`src/rtl/pp_column_sequencer.sv`:
```
// pp_column_sequencer
//   Column-serial feeder/collector for an external 8:2 compressor in an 8x8
//   multiplier. Latches one operand pair, presents the 15 partial-product
//   columns one per cycle, and accumulates the compressor's 2-bit result,
//   weighted by the column position, into a 17-bit product.
//
// Parameters
//   TRUNC_COLS  number of LSB columns skipped (col_vec forced to zero and
//               col_res ignored); 15 or more yields a zero product.
//
// Ports
//   clk, rst              clock, synchronous active-high reset
//   in_valid/in_ready     operand handshake (a, b)
//   col_vec/col_idx       current column bits / index to the compressor
//   col_valid             column outputs meaningful this cycle
//   col_res               compressor result for col_vec (weights 1 and 2)
//   out_valid/out_ready   product handshake
//   prod, ovf             acc[15:0], acc[16]
module pp_column_sequencer #(
  parameter int unsigned TRUNC_COLS = 0
) (
  input  logic       clk,
  input  logic       rst,
  input  logic       in_valid,
  output logic       in_ready,
  input  logic [7:0] a,
  input  logic [7:0] b,
  output logic [7:0] col_vec,
  output logic [3:0] col_idx,
  output logic       col_valid,
  input  logic [1:0] col_res,
  output logic       out_valid,
  input  logic       out_ready,
  output logic [15:0] prod,
  output logic       ovf
);

  typedef enum logic [1:0] {IDLE, RUN, DONE} state_t;

  state_t      state, state_nx;
  logic [7:0]  a_r, b_r;
  logic [16:0] acc;
  logic [3:0]  c;
  logic        col_live;
  logic [16:0] col_term;

  // Truncated columns neither drive the compressor nor contribute to acc.
  assign col_live = (32'(c) >= TRUNC_COLS);
  assign col_term = 17'(col_res) << c;

  always_ff @(posedge clk) begin
    if (rst) begin
      state <= IDLE;
      a_r   <= '0;
      b_r   <= '0;
      acc   <= '0;
      c     <= '0;
    end else begin
      state <= state_nx;
      case (state)
        IDLE: begin
          if (in_valid) begin
            a_r <= a;
            b_r <= b;
            acc <= '0;
            c   <= '0;
          end
        end
        RUN: begin
          if (col_live) acc <= acc + col_term;
          c <= c + 4'd1;
        end
        default: ;
      endcase
    end
  end

  always_comb begin
    state_nx  = state;
    in_ready  = 1'b0;
    col_valid = 1'b0;
    col_idx   = '0;
    col_vec   = '0;
    out_valid = 1'b0;
    prod      = '0;
    ovf       = 1'b0;
    case (state)
      IDLE: begin
        in_ready = 1'b1;
        if (in_valid) state_nx = RUN;
      end
      RUN: begin
        col_valid = 1'b1;
        col_idx   = c;
        if (col_live) begin
          // Bit k pairs a[k] with b[c-k]; only 0 <= c-k <= 7 exists.
          for (int unsigned k = 0; k < 8; k++) begin
            if (({1'b0, c} >= 5'(k)) && (({1'b0, c} - 5'(k)) <= 5'd7))
              col_vec[3'(k)] = a_r[3'(k)] & b_r[3'(c - 4'(k))];
          end
        end
        if (c == 4'd14) state_nx = DONE;
      end
      DONE: begin
        out_valid = 1'b1;
        prod      = acc[15:0];
        ovf       = acc[16];
        if (out_ready) state_nx = IDLE;
      end
      default: state_nx = IDLE;
    endcase
  end

endmodule

```
`config.mk`:
```
export PLATFORM = sky130hd
export DESIGN_NAME = pp_column_sequencer
export DESIGN_NICKNAME = d
export VERILOG_FILES = /design/src/rtl/pp_column_sequencer.sv
export SDC_FILE = /design/constraint.sdc
export NUM_CORES = 1
export LEC_CHECK = 0
export ABC_AREA = 1
export CORE_MARGIN = 4
export CORE_UTILIZATION = 35
export CTS_CLUSTER_DIAMETER = 150
export DETAILED_ROUTE_END_ITERATION = 8
export GPL_TIMING_DRIVEN = 0
export PLACE_DENSITY_LB_ADDON = 0.08
export SETUP_SLACK_MARGIN = 0.3
export SYNTH_ARGS = -nofsm -noshare
export SYNTH_HDL_FRONTEND = slang
export SYNTH_SLANG_ARGS = --single-unit
```
`constraint.sdc`:
```
create_clock -name clk -period 2.8 [get_ports clk]
set_input_delay 0.28 -clock clk [delete_from_list [all_inputs] [get_ports clk]]
set_output_delay 0.28 -clock clk [all_outputs]
set_load 0.005 [all_outputs]
```
==> tab_implementation.tex, run 1 <==
\begin{tabular}{lr}
\hline
Metric & Value \\
\hline
\multicolumn{2}{l}{\textbf{Status}} \\
Outcome & completed \\
\multicolumn{2}{l}{\textbf{Timing}} \\
Crit share post-route & 86.9\% \\
Skew final & 10.2 ps \\
Unrepaired setup endpoints after global routing & yes \\
Time the worst path needs with I/O delays and setup & between 2000 and 2500 ps \\
Number of setup violations in the final report & 0 \\
Worst-margin pin slew & roughly 640 ps \\
Relative slew slack & between 50\% and 60\% \\
Top achievable clock speed & around 400 MHz \\
Post-route setup TNS & 0 ps \\
Final hold vios & 0 \\
Count of pins over their slew limit & 0 \\
\multicolumn{2}{l}{\textbf{Cells and area}} \\
Synth-to-Final Area Change & 37.4\% \\
Fill cells & 1074 \\
Share of post-route cells with drive strength above 1 & between 10\% and 20\% \\
Nets & approximately 740 \\
Final standard cell count with taps included and fillers excluded & 820 \\
Antenna cells & 0 \\
\multicolumn{2}{l}{\textbf{Clocking}} \\
Root buffer cell & sky130\_fd\_sc\_hd\_\_clkbuf\_8 \\
Maximum root-to-sink buffer count & 2 \\
Clock-pin slew reported for the worst setup and hold paths after clock tree synthesis & 100 ps \\
Total clock sinks & 39 \\
Number of buffers created by CTS & 5 \\
H-tree depth & 2 \\
TritonCTS clock tree & yes \\
Clock latency on the worst-skew pair & 310 ps \\
\multicolumn{2}{l}{\textbf{Power}} \\
Switching part of the total power & 33.5\% \\
Total net switching power & 0.454 mW \\
Power per unit of standard cell area & approximately 280 nW/um\^{}2 \\
Combinational group share of total power & 25.0\% \\
Leakage power total & roughly 2.3 nW \\
Part of the power in the clock network & 31.0\% \\
Maximum VDD drop & about 0.17 mV \\
Internal power & 0.901 mW \\
Portion of total power attributed to sequential cells & 44.0\% \\
\multicolumn{2}{l}{\textbf{Worst setup path}} \\
Cells along the critical path & buf\_6 -> clkinv\_4 -> buf\_12 -> ha\_1 -> o21ai\_0 -> nand4\_1 -> a211oi\_2 -> dlygate4sd2\_1 \\
Data arrival time of the critical path & 2150 ps \\
Library cell contributing the largest single delay on the critical path & sky130\_fd\_sc\_hd\_\_dfxtp\_2 \\
Critical path peak fanout & 9 \\
Kind of start point of the critical path & register \\
Setup CP Type & reg -> out \\
Kind of capture point of the worst setup path & output pin \\
Req. time, crit path & roughly 2500 ps \\
Worst path max stage delay & 360 ps \\
\multicolumn{2}{l}{\textbf{Synthesis}} \\
Syn\_area\_per\_cell & 5.96 sq um \\
Unique cell type count in the Yosys netlist & 38 \\
Async S/R FF share, synth & 0\% \\
Number of flops mapped to enable cells by yosys & 0 \\
Synthesis-stage register bit count & 39 \\
Synth Net Count & 655 \\
Ranking of synthesized cells by area & sky130\_fd\_sc\_hd\_\_dfxtp\_1 (22\%), sky130\_fd\_sc\_hd\_\_nand2\_1 (16\%), sky130\_fd\_sc\_hd\_\_ha\_1 (12\%) \\
Sequential cell area fraction in the yosys report & around 22\% \\
Cell count after synthesis & just under 600 \\
Largest area contributor in the synthesized netlist & sky130\_fd\_sc\_hd\_\_dfxtp\_1 \\
Warning count from the yosys run & 0 \\
Dominant cell by count in the synthesized netlist & sky130\_fd\_sc\_hd\_\_nand2\_1 \\
Most common library cells after synthesis & sky130\_fd\_sc\_hd\_\_nand2\_1 (156), sky130\_fd\_sc\_hd\_\_nor2\_1 (86), sky130\_fd\_sc\_hd\_\_inv\_1 (81) \\
Fraction of post-synthesis cell area in the top cell type by area & a little over a fifth \\
Mapped cell area & 3560 sq um \\
Primary FF master, synth & sky130\_fd\_sc\_hd\_\_dfxtp\_1 \\
\multicolumn{2}{l}{\textbf{Detailed routing}} \\
Remaining number of nets flagged by the antenna check after routing & 0 \\
Number of violations reported at the end of detailed-routing iteration 0 & 171 \\
DR vias & 3955 \\
Detailed-route wire length per cell & around 14 microns \\
Vias per std cell & 4.82 \\
Detailed-router iteration count before antenna repair & 4 \\
Detailed-route DRC error count & 0 \\
Routed wire length & 11400 microns \\
\multicolumn{2}{l}{\textbf{Die}} \\
Starting utilization of the core area & a little over a third \\
Number of core rows & 36 \\
Die width & 109 microns \\
Core Footprint & 9820 sq um \\
Die outline height & around 110 microns \\
Total die area & around 12000 sq um \\
Count of boundary I/O pins & 54 \\
\multicolumn{2}{l}{\textbf{Place}} \\
HPWL after detailed placement & approximately 8500 microns \\
Cells after DPL & 783 \\
Number of input and output port buffers inserted & 53 \\
Placer Congestion & 0.904 \\
\multicolumn{2}{l}{\textbf{Global route}} \\
First-pass GRT wire length & approximately 18000 microns \\
Global route overflow & 0 \\
Number of antenna violations at the first check in global routing & 0 \\
Via count of the first global-routing pass & 3743 \\
Global-route usage over all layers & around a fifth \\
Maximum number of pins on one net before global-route repair & 16 \\
\multicolumn{2}{l}{\textbf{Worst hold path}} \\
HP Class & reg -> reg \\
\multicolumn{2}{l}{\textbf{Flow run}} \\
Number of max-cap violations & 0 \\
\hline
\end{tabular}
[cell usage in the layout (no fill, tap or decap), types with 11 or more instances in the layout]
| master | count |
|---|---|
| sky130_fd_sc_hd__clkdlybuf4s50_1 | 45 |
| sky130_fd_sc_hd__o21ai_1 | 11 |
| sky130_fd_sc_hd__ha_1 | 30 |
| sky130_fd_sc_hd__nor2_1 | 80 |
| sky130_fd_sc_hd__dfxtp_1 | 35 |
| sky130_fd_sc_hd__o21ai_0 | 32 |
| sky130_fd_sc_hd__buf_4 | 28 |
| sky130_fd_sc_hd__nand3_1 | 28 |
| sky130_fd_sc_hd__nand2_1 | 139 |
| sky130_fd_sc_hd__inv_1 | 77 |
| sky130_fd_sc_hd__nand2_2 | 16 |
| sky130_fd_sc_hd__a21oi_1 | 37 |
[critical path: cells and delay by family (launching register included)]
family / cells / cell delay, ps
compound gates: 2 / 410
fa+ha+maj: 1 / 230
buf+inv: 4 / 680
flops: 1 / 360
simple gates: 1 / 170
[metal layers]
layer	global-route usage, %	up-vias	share of wire, %	routed length, microns
met2	35.8	95	52	5920
met3	2.84	25	3.6	410
met1	22.7	1763	42	4740
met4	7.48	0	3.0	344
li1	-	2072	-	-
met5	0	-	0	0
[kinds of logic after synthesis]
kind of cell	synth area share (%)
adders and majority gates	12.9
xor gates and xnor gates	0.492
AOI/OAI and AO/OA	15.6
and+or+nand+nor	36.0
DFF	21.9
buffers and inverters	13.1
[path summary, 6_finish.rpt]
| path | cells after the start | to | slack [ps] | from |
|---|---|---|---|---|
| hold / removal | 2 | acc[3] | 490 | acc[3] |
| setup reg to reg | 19 | acc[14] | 380 | c[0] |
| hold reg to reg | 2 | acc[3] | 490 | acc[3] |
| setup / recovery | 8 | col_vec[4] | 370 | c[3] |
[what timing repair did]
| item | 4_1_cts | 5_1_grt |
|---|---|---|
| setup endpoints to repair | 23 | 28 |
| pin swaps | 8 | 18 |
| gates cloned | 0 | 0 |
| buffers inserted | 10 | 19 |
| hold buffers | 0 | 0 |
| endpoints found under the hold margin | 0 | 0 |
| gates resized for setup | 52 | 65 |
[layout make-up]
type,instances,area [sq um],share of cell area (%)
inverters,88,338,6.91
flip-flops and latches,39,793,16.2
clock buffers,5,68.8,1.41
multi-input cells,448,2540,51.9
plain buffers,22,218,4.45
repair buffers,82,743,15.2
clock inverters,3,23.8,0.486
well taps,133,166,3.40
[stage by stage]
step / area, sq um / power [mW] / util (%) / hold WS (ps) / worst slack, ps
after detailed placement: 4260 / 0.901 / 43.4 / 478 / -298
final: 4890 / 1.36 / 49.8 / 489 / 366
after global placement: 4260 / 0.898 / 43.4 / 469 / -291
after global routing: 4890 / 1.44 / 49.8 / 523 / 221
after CTS: 4550 / 1.35 / 46.4 / 493 / 136
after floorplan: 3560 / 0.794 / - / 349 / 519
[flip-flops by register name, indices dropped and copies added (netlist names)]
signal / flops
a_r: 8
acc: 17
b_r: 8
c: 4
state: 2
[power groups by stage]
stage | logic, mW | clock network (mW) | registers, mW
after global placement | 0.285 | 0 | 0.612
after global routing | 0.374 | 0.463 | 0.600
after detailed placement | 0.288 | 0 | 0.613
after CTS | 0.309 | 0.441 | 0.597
after floorplan | 0.188 | 0 | 0.606
final | 0.339 | 0.420 | 0.597
No activity file was read; power rests on OpenSTA's default activity.
==> run 2, diff against run 1 <==
--- a/config.mk
+++ b/config.mk
@@ -11,7 +11,7 @@
 export CTS_CLUSTER_DIAMETER = 150
 export DETAILED_ROUTE_END_ITERATION = 8
 export GPL_TIMING_DRIVEN = 0
-export PLACE_DENSITY_LB_ADDON = 0.08
+export PLACE_DENSITY = 0.53
 export SETUP_SLACK_MARGIN = 0.3
 export SYNTH_ARGS = -nofsm -noshare
 export SYNTH_HDL_FRONTEND = slang
==> tab_implementation.tex, run 2 (synthesized netlist as in run 1, its figures left out) <==
\begin{tabular}{lr}
\hline
Metric & Value \\
\hline
\multicolumn{2}{l}{\textbf{Global route}} \\
Via count of the first global-routing pass & 3783 \\
First-pass GRT wire length & 18500 microns \\
Global route overflow & 0 \\
Maximum number of pins on one net before global-route repair & 16 \\
Number of antenna violations at the first check in global routing & 0 \\
Global-route usage over all layers & 20.0\% \\
\multicolumn{2}{l}{\textbf{Worst setup path}} \\
Launching point of the worst reg2reg path & c[0] \\
FF-to-FF End & acc[16] \\
Reg-to-reg slack, setup & 340 ps \\
Critical path peak fanout & 10 \\
Kind of capture point of the worst setup path & register \\
Setup CP Type & reg -> reg \\
Number of cell instances on the worst register-to-register path & 19 \\
Req. time, crit path & roughly 3000 ps \\
Kind of start point of the critical path & register \\
Data arrival time of the critical path & 2690 ps \\
\multicolumn{2}{l}{\textbf{Clocking}} \\
Maximum root-to-sink buffer count & 2 \\
Post-cts hold buffer count & 0 \\
TritonCTS clock tree & yes \\
Root buffer cell & sky130\_fd\_sc\_hd\_\_clkbuf\_8 \\
Clock latency on the worst-skew pair & about 310 ps \\
Clock-pin slew reported for the worst setup and hold paths after clock tree synthesis & 90 ps \\
Number of buffers created by CTS & 5 \\
Total clock sinks & 39 \\
H-tree depth & 2 \\
\multicolumn{2}{l}{\textbf{Place}} \\
Cells after DPL & 783 \\
Placement-stage cell area & between 4000 and 5000 sq um \\
Post-place setup slack & -388 ps \\
HPWL after detailed placement & 8720 microns \\
Number of input and output port buffers inserted & 53 \\
Placer Congestion & 0.875 \\
\multicolumn{2}{l}{\textbf{Cells and area}} \\
Share of post-route cells with drive strength above 1 & 18.2\% \\
Largest registers in the final layout & acc: 17 flops, a\_r: 8 flops, b\_r: 8 flops \\
Synth-to-Final Area Change & 36.4\% \\
End-of-flow core utilization & 49.5\% \\
Final standard cell count with taps included and fillers excluded & 809 \\
Nets & 733 \\
Cell area after layout & 4860 sq um \\
Fill cells & $\sim$1100 \\
Most common library cell in the layout ignoring fill and taps & sky130\_fd\_sc\_hd\_\_nand2\_1 \\
Most frequent cells in the layout & sky130\_fd\_sc\_hd\_\_nand2\_1 (139), sky130\_fd\_sc\_hd\_\_nor2\_1 (80), sky130\_fd\_sc\_hd\_\_inv\_1 (77) \\
Register with the most flip-flops & acc \\
Number of flip-flops in the largest register & 17 \\
Antenna cells & 0 \\
\multicolumn{2}{l}{\textbf{Detailed routing}} \\
Routed wire length & 11400 microns \\
Vias per std cell & between 4 and 5 \\
Detailed-route DRC error count & 0 \\
DR vias & between 3000 and 4000 \\
Number of violations reported at the end of detailed-routing iteration 0 & 152 \\
Detailed-route wire length per cell & 14.1 microns \\
Detailed-router iteration count before antenna repair & 5 \\
Remaining number of nets flagged by the antenna check after routing & 0 \\
\multicolumn{2}{l}{\textbf{Worst hold path}} \\
Hold-critical path endpoint & b\_r[3] \\
HP Class & reg -> reg \\
Startpoint of the tightest hold check path & b\_r[3] \\
Worst Hold Path Cells & 2 \\
\multicolumn{2}{l}{\textbf{Timing}} \\
Fin worst setup slack & around 340 ps \\
Skew final & approximately 9 ps \\
Top achievable clock speed & 406 MHz \\
Unrepaired setup endpoints after global routing & yes \\
Final hold vios & 0 \\
Relative slew slack & 59.1\% \\
Crit share post-route & 87.9\% \\
Count of pins over their slew limit & 0 \\
Time the worst path needs with I/O delays and setup & 2460 ps \\
Number of setup violations in the final report & 0 \\
Worst-margin pin slew & 613 ps \\
\multicolumn{2}{l}{\textbf{Die}} \\
Total die area & 11900 sq um \\
Number of core rows & 36 \\
Die width & between 100 and 150 microns \\
Core Footprint & 9820 sq um \\
Die outline height & roughly 110 microns \\
Count of boundary I/O pins & 54 \\
Starting utilization of the core area & 36.3\% \\
\multicolumn{2}{l}{\textbf{Power}} \\
Leakage power total & 2.23 nW \\
Total power of the final layout & 1.54 mW \\
Power per unit of standard cell area & 317 nW/um\^{}2 \\
Maximum VDD drop & around 0.17 mV \\
\multicolumn{2}{l}{\textbf{Status}} \\
Outcome & completed \\
\multicolumn{2}{l}{\textbf{Flow run}} \\
Number of max-cap violations & 0 \\
\hline
\end{tabular}
==> run 2: cell count changes in the layout (fill, tap and decap cells not counted), moves of 2 or more <==
cell	previous run	this run
sky130_fd_sc_hd__a21oi_1	37	39
sky130_fd_sc_hd__a21oi_2	9	7
sky130_fd_sc_hd__buf_4	28	20
sky130_fd_sc_hd__buf_8	4	2
sky130_fd_sc_hd__bufinv_16	0	2
sky130_fd_sc_hd__ha_1	30	27
sky130_fd_sc_hd__ha_2	1	4
sky130_fd_sc_hd__o2111ai_1	2	0
sky130_fd_sc_hd__o2111ai_2	0	2
sky130_fd_sc_hd__o21ai_0	32	29
sky130_fd_sc_hd__o21ai_1	11	15
==> run 2: layout make-up <==
class	count	area (sq um)	share of cell area, %
Buffer	22	219	4.51
Clock buffer	5	68.8	1.42
Clock inverter	3	67.6	1.39
Inverter	88	340	7.01
Multi-Input combinational cell	448	2550	52.5
Sequential cell	39	793	16.3
Tap cell	133	166	3.43
Timing Repair Buffer	71	652	13.4
==> run 2: worst max-delay path by stage <==
stage,start,to,cells past startpoint
after CTS,c[1],col_vec[1],11
after detailed placement,c[3],col_vec[1],11
after floorplan,c[2],acc[12],18
after global routing,c[0],acc[16],20
final,c[0],acc[16],19
after global placement,c[3],col_vec[0],9
==> run 2: layer usage <==
layer,vias up,track usage (%),wire (microns)
li1,2053,-,-
met1,1768,23.6,4950
met2,77,37.3,5780
met3,19,2.61,355
met4,0,6.22,299
met5,-,0,0
==> run 2: what timing repair did <==
item                       CTS  global route
gates resized for setup     62            58
pin swaps                    7            16
setup buffers               10             8
setup endpoints to repair   23            30
==> run 2: critical path, stage by stage (launching register included) <==
cell and delay, ps:
sky130_fd_sc_hd__dfxtp_4 360, sky130_fd_sc_hd__buf_6 140, sky130_fd_sc_hd__buf_12 130, sky130_fd_sc_hd__nor2_4 120
sky130_fd_sc_hd__nand2_1 90, sky130_fd_sc_hd__inv_2 90, sky130_fd_sc_hd__nand2_4 60, sky130_fd_sc_hd__nor2_4 100
sky130_fd_sc_hd__ha_4 140, sky130_fd_sc_hd__inv_1 40, sky130_fd_sc_hd__fa_2 330, sky130_fd_sc_hd__inv_2 80
sky130_fd_sc_hd__nand2_1 60, sky130_fd_sc_hd__nand2_2 60, sky130_fd_sc_hd__nand3_2 80, sky130_fd_sc_hd__nand2_4 110
sky130_fd_sc_hd__nand2_2 60, sky130_fd_sc_hd__nand3_1 80, sky130_fd_sc_hd__nand3_1 80, sky130_fd_sc_hd__a21oi_1 150
==> run 2: through the flow <==
stage               TNS, ps  hold WS (ps)
floorplan                 0           349
global placement      -2210           473
detailed placement    -2330           476
CTS                       0           492
global route              0           521
finish                    0           487
==> run 2: power breakdown <==
part / total (mW) / internal, mW / switching (mW)
sequential: 0.596 / 0.578 / 0.0181
clock: 0.597 / 0.356 / 0.241
combinational: 0.345 / 0.144 / 0.201
